File: config.mk
export PLATFORM = sky130hd
export DESIGN_NAME = flt2int_seq
export DESIGN_NICKNAME = d
export VERILOG_FILES = /design/src/rtl/flt2int_seq.sv
export SDC_FILE = /design/constraint.sdc
export NUM_CORES = 1
export LEC_CHECK = 0
export CORE_ASPECT_RATIO = 1.25
export CORE_MARGIN = 3
export CORE_UTILIZATION = 25
export CTS_CLUSTER_DIAMETER = 40
export DETAILED_ROUTE_END_ITERATION = 16
export SYNTH_ARGS = -nofsm -noshare
export SYNTH_HDL_FRONTEND = slang
export SYNTH_SLANG_ARGS = --single-unit
export TNS_END_PERCENT = 5
File: constraint.sdc
create_clock -name clk -period 2 [get_ports clk]
set_input_delay 0.2 -clock clk [delete_from_list [all_inputs] [get_ports clk]]
set_output_delay 0.2 -clock clk [all_outputs]
set_load 0.1 [all_outputs]
File: src/rtl/flt2int_seq.sv
// Sequential half-precision to 16-bit two's-complement converter (start/done handshake).
// Optional macro FLT2INT_ROUND_EN: round-half-to-even on right shifts instead of truncation.
module flt2int_seq #(
    parameter int EXP_BIAS = 15
) (
    input  logic        clk,
    input  logic        reset,
    input  logic        start,
    input  logic [15:0] flt_in,
    output logic [15:0] int_out,
    output logic        done,
    output logic        ovf,
    output logic [2:0]  o_state
);

    typedef enum logic [2:0] {
        S_IDLE  = 3'd0,
        S_LOAD  = 3'd1,
        S_SHIFT = 3'd2,
        S_FIX   = 3'd3,
        S_DONE  = 3'd4
    } state_t;

    // E_UNITY: exponent at which {1,mant} is already the integer magnitude.
    localparam int E_UNITY = EXP_BIAS + 10;
    localparam int E_SAT   = EXP_BIAS + 15;
`ifdef FLT2INT_ROUND_EN
    localparam int RSH_LO  = EXP_BIAS - 1;
`else
    localparam int RSH_LO  = EXP_BIAS;
`endif

    state_t      r_state;
    logic [15:0] r_flt;
    logic [15:0] r_work;
    logic [3:0]  r_count;
    logic        r_left;
    logic        r_sign;
    logic        r_sat;
`ifdef FLT2INT_ROUND_EN
    logic        r_guard;
    logic        r_sticky;
`endif

    int          w_e;
    logic [10:0] w_m;
    logic [15:0] w_work0;
    logic [3:0]  w_s;
    logic        w_left;
    logic        w_sat;
    logic [15:0] w_mag;
    logic [15:0] w_result;

    assign o_state = r_state;

    // Exponent decode of the latched operand, consumed on the LOAD exit edge.
    always_comb begin
        w_e     = int'(r_flt[14:10]);
        w_m     = {1'b1, r_flt[9:0]};
        w_work0 = 16'h0000;
        w_s     = 4'd0;
        w_left  = 1'b0;
        w_sat   = 1'b0;
        if (w_e == 0 || w_e < RSH_LO) begin
            w_work0 = 16'h0000;
        end else if (w_e < E_UNITY) begin
            w_work0 = {5'b0, w_m};
            w_s     = 4'(E_UNITY - w_e);
        end else if (w_e == E_UNITY) begin
            w_work0 = {5'b0, w_m};
        end else if (w_e < E_SAT) begin
            w_work0 = {5'b0, w_m};
            w_s     = 4'(w_e - E_UNITY);
            w_left  = 1'b1;
        end else if (w_e == E_SAT && r_flt[15] && r_flt[9:0] == 10'd0) begin
            // Most-negative integer encoding; negating 0x8000 yields 0x8000.
            w_work0 = 16'h8000;
        end else begin
            w_sat   = 1'b1;
        end
    end

    always_comb begin
`ifdef FLT2INT_ROUND_EN
        w_mag = r_work + {15'd0, r_guard & (r_sticky | r_work[0])};
`else
        w_mag = r_work;
`endif
        if (r_sat) begin
            w_result = r_sign ? 16'h8000 : 16'h7FFF;
        end else if (r_sign) begin
            w_result = ~w_mag + 16'd1;
        end else begin
            w_result = w_mag;
        end
    end

    always_ff @(posedge clk or negedge reset) begin
        if (!reset) begin
            r_state  <= S_IDLE;
            r_flt    <= 16'h0000;
            r_work   <= 16'h0000;
            r_count  <= 4'd0;
            r_left   <= 1'b0;
            r_sign   <= 1'b0;
            r_sat    <= 1'b0;
            int_out  <= 16'h0000;
            done     <= 1'b0;
            ovf      <= 1'b0;
`ifdef FLT2INT_ROUND_EN
            r_guard  <= 1'b0;
            r_sticky <= 1'b0;
`endif
        end else begin
            case (r_state)
                S_IDLE, S_DONE: begin
                    if (start) begin
                        r_state <= S_LOAD;
                        r_flt   <= flt_in;
                        done    <= 1'b0;
                    end
                end
                S_LOAD: begin
                    if (start) begin
                        r_flt <= flt_in;
                    end else begin
                        r_work   <= w_work0;
                        r_count  <= w_s;
                        r_left   <= w_left;
                        r_sat    <= w_sat;
                        r_sign   <= r_flt[15];
`ifdef FLT2INT_ROUND_EN
                        r_guard  <= 1'b0;
                        r_sticky <= 1'b0;
`endif
                        r_state  <= (w_s != 4'd0) ? S_SHIFT : S_FIX;
                    end
                end
                S_SHIFT: begin
                    if (r_left) begin
                        r_work <= r_work << 1;
                    end else begin
                        r_work <= r_work >> 1;
`ifdef FLT2INT_ROUND_EN
                        r_guard  <= r_work[0];
                        r_sticky <= r_sticky | r_guard;
`endif
                    end
                    r_count <= r_count - 4'd1;
                    if (r_count == 4'd1) begin
                        r_state <= S_FIX;
                    end
                end
                S_FIX: begin
                    int_out <= w_result;
                    ovf     <= r_sat;
                    done    <= 1'b1;
                    r_state <= S_DONE;
                end
                default: begin
                    r_state <= S_IDLE;
                end
            endcase
        end
    end

endmodule

==> Yosys cells after proc, flatten, opt, wreduce, memory -nomap -nowiden <==
Cells that the tools add are included.
{ "op_classes": {"mux": 33, "add_sub_neg": 4, "n_reduce_logical": 16, "n_bitwise": 2, "n_lt_le_gt_ge": 3, "eq_ne": 10} }
{ "op_table": {"columns": ["cell", "count"], "rows": [
  ["2-to-1 mux 16 bit", 10],
  ["one-hot mux 16 bit (2 select lines)", 1],
  ["2-to-1 mux 4 bit", 5],
  ["adder 16 x 1 -> 16 bit, second input constant", 1],
  ["inverter 16 bit", 1],
  ["one-hot mux 3 bit (4 select lines)", 1],
  ["2-to-1 mux 1 bit", 11],
  ["zero test 10 bit", 1],
  ["less-than comparator 5 bit, second input constant", 2],
  ["2-to-1 mux 3 bit", 3],
  ["one-hot mux 4 bit (2 select lines)", 1],
  ["AND reduction 2 bit", 4],
  ["== test 3 x 2 -> 1 bit, second input constant", 2],
  ["!= test 2 bit, second input constant", 3],
  ["== test 5 x 2 -> 1 bit, second input constant", 1],
  ["== test 5 x 4 -> 1 bit, second input constant", 1],
  ["zero test 5 bit", 1],
  ["less-than comparator 5 x 4 -> 1 bit, second input constant", 1],
  ["== test 4 x 1 -> 1 bit, second input constant", 1],
  ["nonzero test 2 bit", 2],
  ["nonzero test 4 bit", 1],
  ["subtractor 4 x 1 -> 4 bit, second input constant", 1],
  ["subtractor 4 bit, first input constant", 1],
  ["subtractor 4 bit, second input constant", 1],
  ["other kinds (10)", 11]
]} }
{ "word_totals": {"output_inout_bits": 21, "elab_cells": 78, "in_bits": 19, "regBits": 60} }

==> Longest topological paths before layout <==
Gate-level depths: netlist (run 1).
{ "depth": {"ltp_word": 10, "mapped_depth": 7, "ltp_nobuf": 7} }

==> Least setup slack after synthesis (run 1) <==
No wires, ideal clock.
{ "synth_path": {"path_type": "reg-to-reg", "startpoint": "reg r_state[0] (netlist: o_state[0])", "endpoint": "reg r_work[9]", "arrival_ns": 2.187, "slack_ns": -0.313, "period_less_slack_ns": 2.313, "setup_ns": 0.126, "path_buffers": 2, "stages_incl_launch_ff": 6, "required_ns": 1.874, "path_cell_list": "dfrtp_1 -> clkbuf_1 -> nand3b_1 -> and2_1 -> clkbuf_1 -> a221o_1"} }
{ "synth_between": {"elab_chain_cells": 3, "elab_cells_between_ends": 6, "cone_classes": "eq/ne (3); mux (1); reduce/logical (2)"} }
{ "synth_rtl": {"columns": ["item", "line", "text"], "rows": [
  ["start: declaration", "33", "state_t r_state;"],
  ["start signal: assignment", "136", "r_state <= (w_s != 4'd0) ? S_SHIFT : S_FIX;"],
  ["== test 3 x 1 -> 1 bit / == test 3 x 2 -> 1 bit (equally long branches)", "115", "case (r_state)"],
  ["!= test 2 bit (no line) / nonzero test 2 bit (equally long branches)", null, null],
  ["AND reduction 2 bit (no line)", null, null],
  ["end signal: assignment", "127", "r_work <= w_work0;"],
  ["end signal: assignment", "141", "r_work <= r_work << 1;"],
  ["end signal: assignment", "143", "r_work <= r_work >> 1;"],
  ["end: declaration", "35", "logic [15:0] r_work;"]
]} }
Several ways; a longest one is shown, not always the timed one.
A chain may end at the register's enable or synchronous reset.

==> Worst setup path in the final report (run 1) <==
{ "layout_path": {"startpoint": "reg r_flt[11]", "endpoint": "reg r_work[0]"} }
{ "layout_between": {"elab_chain_cells": 7, "elab_cells_between_ends": 12, "cone_classes": "order compare (3); eq/ne (1); mux (6); reduce/logical (2)"} }
{ "layout_rtl": {"columns": ["item", "line", "text"], "rows": [
  ["start: declaration", "34", "logic [15:0] r_flt;"],
  ["start signal: assignment", "119", "r_flt <= flt_in;"],
  ["start signal: assignment", "125", "r_flt <= flt_in;"],
  ["less-than comparator 5 bit", "71", "end else if (w_e < E_SAT) begin"],
  ["2-to-1 mux 16 bit", "71", null],
  ["2-to-1 mux 16 bit", "69", "end else if (w_e == E_UNITY) begin"],
  ["2-to-1 mux 16 bit", "66", "end else if (w_e < E_UNITY) begin"],
  ["2-to-1 mux 16 bit (*)", "64", "if (w_e == 0 || w_e < RSH_LO) begin"],
  ["2-to-1 mux 16 bit (*)", "124", "if (start) begin"],
  ["one-hot mux 16 bit (2 select lines) (*)", "115", null]
]} }
Mark *: on every way between the ends. The rest lies on a longest branch, timed or not. The select of a mux whose other input is x is not followed.

==> metrics.txt, run 1 <==
Top cell by count, worst path=a31oi_1; IO Pins=40; Worst-Margin Slew=0.529 ns; Filler cells=1,315; Cell variety after synth=52; fin nets=416; final setup fails=0; GRT overflow=0; Die Ht=134 um; WL final=7930 um; Syn Std Cell Area=3300 sq um; crit path cell chain=ha_1, a31oi_1, or2_1, a31oi_1, buf_4, a221o_1; Ant. Diodes=0; Core Area=12,800 sq um; final worst-path cycle share=95.1%; Clock Tree Buf Depth=2; Seq cells post-synth=60; DRT iter0 DRCs=162; pin count of the biggest net entering global routing=61; RSZ-0062 raised after global routing=no; Vias/cell=4.87; slowest cell delay on critical path=0.44 ns; placed wire-length estimate=5770 um; kind of end point of the critical path=register; pwr dens=1940 nW/um^2; Inserted Clock Buffers=9; Crit path arrival time=2.11 ns; clock sink count=60; Crit path max-delay family=compound AO/OA/AOI/OAI gates; ANT nets after route=0; minimum hold slack=0.416 ns; CP Launch Point=r_flt[11]$_DFFE_PN0P_; startpoint types=register; syn_area_per_cell=9.68 sq um; worst-path cell with the longest stage delay=dfrtp_1; Die W=109 um; Reg2Reg Setup Slack=0.1 ns; H-tree levels=3; cts repair resizes=0; Hold Fails Final Rpt=0; total number of vias=2,731; r2r worst-path depth=6; Crit Path Category=register to register; post-synthesis sequential area ratio=45.5%; post-synthesis cell count=341; Rel. slew slack=64.7%; routability congestion estimate=0.856; Clk pin slew, worst setup/hold paths=0.05 ns; setup TNS=0 ns; Buffers on Ports=39; Syn Nets=369; Total Routing Usage GR=12.0%; drt pass-1 iters=4; Layout area overhead=29.8%; vias in the first global route=2,804; non-filler instance count after layout=561; Hold Crit Class=input pin to asynchronous set/reset pin; max-cap check violation count=0; ys flop type=dfrtp_1; Skew-Pair Late Insertion Delay=0.33 ns; peak supply drop=0.000616 V; worst path bufs/invs=1; worst r2r dst=r_work[0]$_DFFE_PN0P_; status=complete, no violations; Post-synth ARST share=100%; WP data required=2.21 ns; row count=46; CP max FO=11; total die area=14,600 sq um; Max Slew Vio Count=0; global-route wire length before repair=13,900 um; CTS tree=yes; Syn. warnings=0; # DRC=0; Clk Tree Root Cell=clkbuf_16; Lkg Pwr=0.00184 uW; worst clock skew=0.00916 ns; routed wire length per instance=14.1 um; R2R Path Start=r_flt[11]$_DFFE_PN0P_; initial antenna violation count=0; initial core utilization=25.8%; EDFF count, synth=0; Final min period=1.90 ns; layout cells sized above 1=18.3%; Placed Cells=542; fmax=526 MHz; post-layout power=8330 uW
[worst max path at each step]
stage	to	cells past startpoint	slack, ns
2_1_floorplan	r_work[9]$_DFFE_PN0P_	5	0.02
3_5_place_dp	r_work[4]$_DFFE_PN0P_	6	0.13
4_1_cts	r_work[4]$_DFFE_PN0P_	6	0.13
3_3_place_gp	r_sat$_DFFE_PN0P_	4	0.14
5_1_grt	r_work[1]$_DFFE_PN0P_	6	0.01
6_report	r_work[0]$_DFFE_PN0P_	6	0.1
[kinds of logic (layout without fill, tap and decap cells)]
family	Yosys count	after routing	synth area share (%)
compound gates	92	92	19.2
xor+xnor	2	2	0.531
fa+ha+maj	9	9	3.41
buf+inv	38	90	4.44
flops	60	60	45.5
mux	33	33	10.7
simple gates	107	107	16.2
[power breakdown]
part	switching, uW	internal, uW
Combinational	2860	1570
Sequential	528	1710
Clock	539	1120
[registers in the layout, summed over array words and instances (netlist names)]
name / cells
done: 1
int_out: 16
o_state: 3
ovf: 1
r_count: 4
r_flt: 16
r_left: 1
r_sat: 1
r_sign: 1
r_work: 16
[routing by layer]
metal	global-route usage, %	routed length, um	vias up
li1	-	-	1348
met2	18.9	3830	61
met5	0	0	-
met3	3.40	360	14
met4	4.49	150	0
met1	15.5	3590	1308
[cell usage after synthesis (all sizes together), types with 6 or more instances]
cell | instances | area share [%]
nand2 | 33 | 3.8
o21ai | 19 | 3.1
nand3 | 10 | 1.5
nor3 | 6 | 0.91
mux2 | 19 | 6.5
inv | 11 | 1.3
clkbuf | 22 | 2.5
mux2i | 14 | 4.2
ha | 9 | 3.4
nor2 | 25 | 2.8
a221o | 11 | 3.3
dfrtp | 60 | 45
o22ai | 8 | 1.5
a21oi | 18 | 2.7
[per-stage QoR]
| step | instance area (sq um) | worst slack (ns) | utilization (%) |
|---|---|---|---|
| floorplan | 3310 | 0.0244 | - |
| global placement | 3940 | 0.144 | 30.9 |
| detailed placement | 3940 | 0.126 | 30.9 |
| CTS | 4270 | 0.126 | 33.4 |
| global route | 4290 | 0.0111 | 33.5 |
| finish | 4290 | 0.0987 | 33.5 |
[worst register-to-register path, cell delays in order (launching register included)]
cell and delay [ns]:
dfrtp_1 0.44, ha_1 0.29, a31oi_1 0.30, or2_1 0.20
a31oi_1 0.06, buf_4 0.19, a221o_1 0.30
[area by class of cell]
type / instances / area [sq um] / share of cell area [%]
clock inverters: 5 / 75.1 / 1.75
clock buffers: 11 / 243 / 5.66
repair buffers: 63 / 553 / 12.9
well taps: 168 / 210 / 4.91
multi-input cells: 243 / 1650 / 38.6
flip-flops and latches: 60 / 1510 / 35.2
inverters: 11 / 41.3 / 0.964
[layout by cell type, fill, tap and decap left out, drive strengths merged, types with 2 or more instances in the layout]
cell / n
a21o: 4
o22ai: 8
clkinv: 3
o21a: 5
a221o: 11
nor2b: 3
a21oi: 18
o21ai: 19
a311oi: 2
clkdlybuf4s50: 17
mux2i: 14
and3: 3
buf: 45
nor2: 25
nand3b: 3
nor4b: 3
nand2b: 5
or2: 2
nand3: 10
ha: 9
or4: 3
mux2: 19
dfrtp: 60
o31ai: 4
inv: 11
xnor2: 2
a31oi: 5
nand4: 3
nor3: 6
o211ai: 2
nor4: 3
bufinv: 2
a211oi: 3
clkbuf: 11
or3: 4
nand2: 33
[timing repair]
| item | CTS | global route |
|---|---|---|
| endpoints found under the setup margin | 0 | 1 |
| endpoints found under the hold margin | 60 | 0 |
| hold buffers | 1 | 0 |
| buffers inserted | 0 | 2 |
(Power assumes the default switching activity.)
==> run 2: changes to the inputs <==
- GPL_TIMING_DRIVEN: not set -> 0
- PLACE_DENSITY: not set -> 0.46
==> run 2 against run 1 <==
Against the previous run:
- power fell by 1.5%
- non-clock buffer count rose by 4
- combinational power barely moved
- cell area fell by 0.38%
- highest routed layer unchanged
- clock skew barely moved
- first-iteration DRC count fell by 27%
==> metrics.txt, run 2 (synthesized netlist as in run 1, its figures left out) <==
fmax=526 MHz (about the same); GRT met1 Usage=15.6% (was 15.5%); WL final=8510 um (was 7930 um); Vias/cell=4.82 (was 4.87); pwr dens=1920 nW/um^2 (was 1940 nW/um^2); final worst-path cycle share=95.0% (was 95.1%); Core Area=12,800 sq um (unchanged); worst-path cell with the longest stage delay=or4_4 (was dfrtp_1); routed wire length per instance=15.1 um (was 14.1 um); total number of vias=2,725 (was 2,731); routability congestion estimate=0.817 (was 0.856); layout cells sized above 1=12.6% (was 18.3%); Hold Crit Class=input pin to register (was input pin to asynchronous set/reset pin); kind of end point of the critical path=register (unchanged); global-route wire length before repair=14,400 um (was 13,900 um); CTS tree=yes (unchanged); final worst slack=0.100 ns (was 0.0987 ns); # DRC=0 (unchanged); WP data required=2.21 ns (about the same); peak supply drop=0.000468 V (was 0.000616 V); Layout area overhead=29.3% (was 29.8%); Buffers on Ports=39 (unchanged); initial core utilization=25.8% (unchanged); Ant. Diodes=0 (unchanged); slowest cell delay on critical path=0.55 ns (was 0.44 ns); vias in the first global route=2,813 (was 2,804); fin nets=420 (was 416); Hold Fails Final Rpt=0 (unchanged); total die area=14,600 sq um (unchanged); max-cap check violation count=0 (unchanged); crit path cell chain=or4_4, or4_1, o21ai_2, xnor2_1, o21ai_2 (was ha_1, a31oi_1, or2_1, a31oi_1, buf_4, a221o_1); Clk pin slew, worst setup/hold paths=0.05 ns (about the same); final setup fails=0 (unchanged); pin count of the biggest net entering global routing=61 (unchanged); startpoint types=register (unchanged); Total Routing Usage GR=12.7% (was 12.0%); Die Ht=134 um (unchanged); worst clock skew=0.00873 ns (was 0.00916 ns); most frequent cells in the layout=dfrtp_1 (55), nand2_1 (33), nor2_1 (25) (was dfrtp_1 (57), buf_4 (41), nand2_1 (33)); Finished Cell Area=4270 sq um (was 4290 sq um); Placed Area=3910 sq um (was 3940 sq um); Max Slew Vio Count=0 (unchanged); clock sink count=60 (unchanged); Rel. slew slack=35.8% (was 64.7%); Crit path arrival time=2.11 ns (about the same); pre-CTS setup slack=-0.324 ns (was 0.126 ns); Inserted Clock Buffers=9 (unchanged); row count=46 (unchanged); CP max FO=8 (was 11); ANT nets after route=0 (unchanged); H-tree levels=3 (unchanged); Die W=109 um (unchanged); Skew-Pair Late Insertion Delay=0.34 ns (was 0.33 ns); placed wire-length estimate=6140 um (was 5770 um); initial antenna violation count=0 (unchanged); drt pass-1 iters=4 (unchanged); Top cell by count, worst path=o21ai_2 (was a31oi_1); biggest registers after layout=int_out: 16 flops, r_flt: 16 flops, r_work: 16 flops (unchanged); RSZ-0062 raised after global routing=no (unchanged); Lkg Pwr=0.00180 uW (was 0.00184 uW); Crit Path Category=register to register (unchanged); status=complete, no violations (unchanged); DRT iter0 DRCs=118 (was 162); IO Pins=40 (unchanged); GR Util met3=3.25% (was 3.40%); commonest non-fill, non-tap cell in the layout=dfrtp_1 (unchanged); Clk Tree Root Cell=clkbuf_16 (unchanged); Clock Tree Buf Depth=2 (unchanged); busiest layer in global routing=met2 (unchanged); Worst-Margin Slew=0.967 ns (was 0.529 ns); GRT overflow=0 (unchanged); met2 usage in global routing=21.2% (was 18.9%); Final min period=1.90 ns (about the same)
[run 2: changes by cell type in the layout (fill, tap and decap cells not counted), moves of 2 or more]
| cell | change |
|---|---|
| buf_4 | -37 |
| inv_1 | -2 |
| a31oi_2 | +2 |
| clkbuf_1 | +15 |
| dfrtp_1 | -2 |
| buf_12 | -3 |
| dfrtp_2 | +2 |
| buf_2 | +2 |
| dlygate4sd2_1 | +21 |
| clkbuf_2 | +4 |
| inv_2 | +2 |
| a31oi_1 | -2 |
[run 2: per-layer routing]
metal | wire length, um | up-vias
li1 | - | 1355
met1 | 3710 | 1292
met2 | 4250 | 67
met3 | 418 | 11
met4 | 136 | 0
met5 | 0 | -
[run 2: through the flow]
stage | utilization, % | cells | power, uW | hold slack [ns] | TNS (ns)
final | 33.4 | 565 | 8200 | 0.454 | 0
after global routing | 33.4 | 565 | 8790 | 0.462 | 0
after CTS | 33.1 | 566 | 8220 | 0.444 | 0
after detailed placement | 30.6 | 548 | 6610 | 0.351 | -5.21
after global placement | 30.6 | 548 | 6560 | 0.470 | -88.80
after floorplan | - | 341 | 5490 | -0.0956 | 0
[run 2: cell type report]
| class | count | area [sq um] |
|---|---|---|
| multi-input cells | 243 | 1690 |
| clock buffers | 11 | 243 |
| repair buffers | 43 | 394 |
| well taps | 168 | 210 |
| inverters | 11 | 41.3 |
| fillers | 1349 | 8510 |
| plain buffers | 24 | 103 |
| clock inverters | 5 | 75.1 |
| flip-flops and latches | 60 | 1510 |
[run 2: worst max-delay path, delay by kind of cell, from the launching register on]
family / cells / cell delay [ns]
xor gates and xnor gates: 1 / 0.14
and+or+nand+nor: 2 / 0.97
DFF: 1 / 0.46
AOI/OAI and AO/OA: 2 / 0.20
[run 2: worst paths after layout]
check | slack (ns) | cells past startpoint | endpoint | from
max in group asynchronous | 0.89 | 2 | o_state[1]$_DFFE_PN0P_ | reset
hold / removal | 0.45 | 2 | r_flt[7]$_DFFE_PN0P_ | flt_in[7]
hold reg to reg | 0.47 | 2 | int_out[10]$_DFFE_PN0P_ | int_out[10]$_DFFE_PN0P_
setup reg to reg | 0.10 | 5 | int_out[15]$_DFFE_PN0P_ | r_work[11]$_DFFE_PN0P_
min in group asynchronous | 0.49 | 2 | r_work[2]$_DFFE_PN0P_ | reset
setup / recovery | 0.10 | 5 | int_out[15]$_DFFE_PN0P_ | r_work[11]$_DFFE_PN0P_
[run 2: what timing repair did]
action	4_1_cts	5_1_grt
gates cloned	0	0
setup endpoints to repair	45	20
buffers inserted	2	1
hold endpoints to repair	50	0
hold buffers	1	0
pin swaps	1	2
gates resized for setup	26	15
[run 2: where the power goes]
part           switching, uW  internal, uW  total, uW
clock                    548          1120       1670
combinational           3010          1390       4400
sequential               423          1710       2130
total                   3980          4220       8200
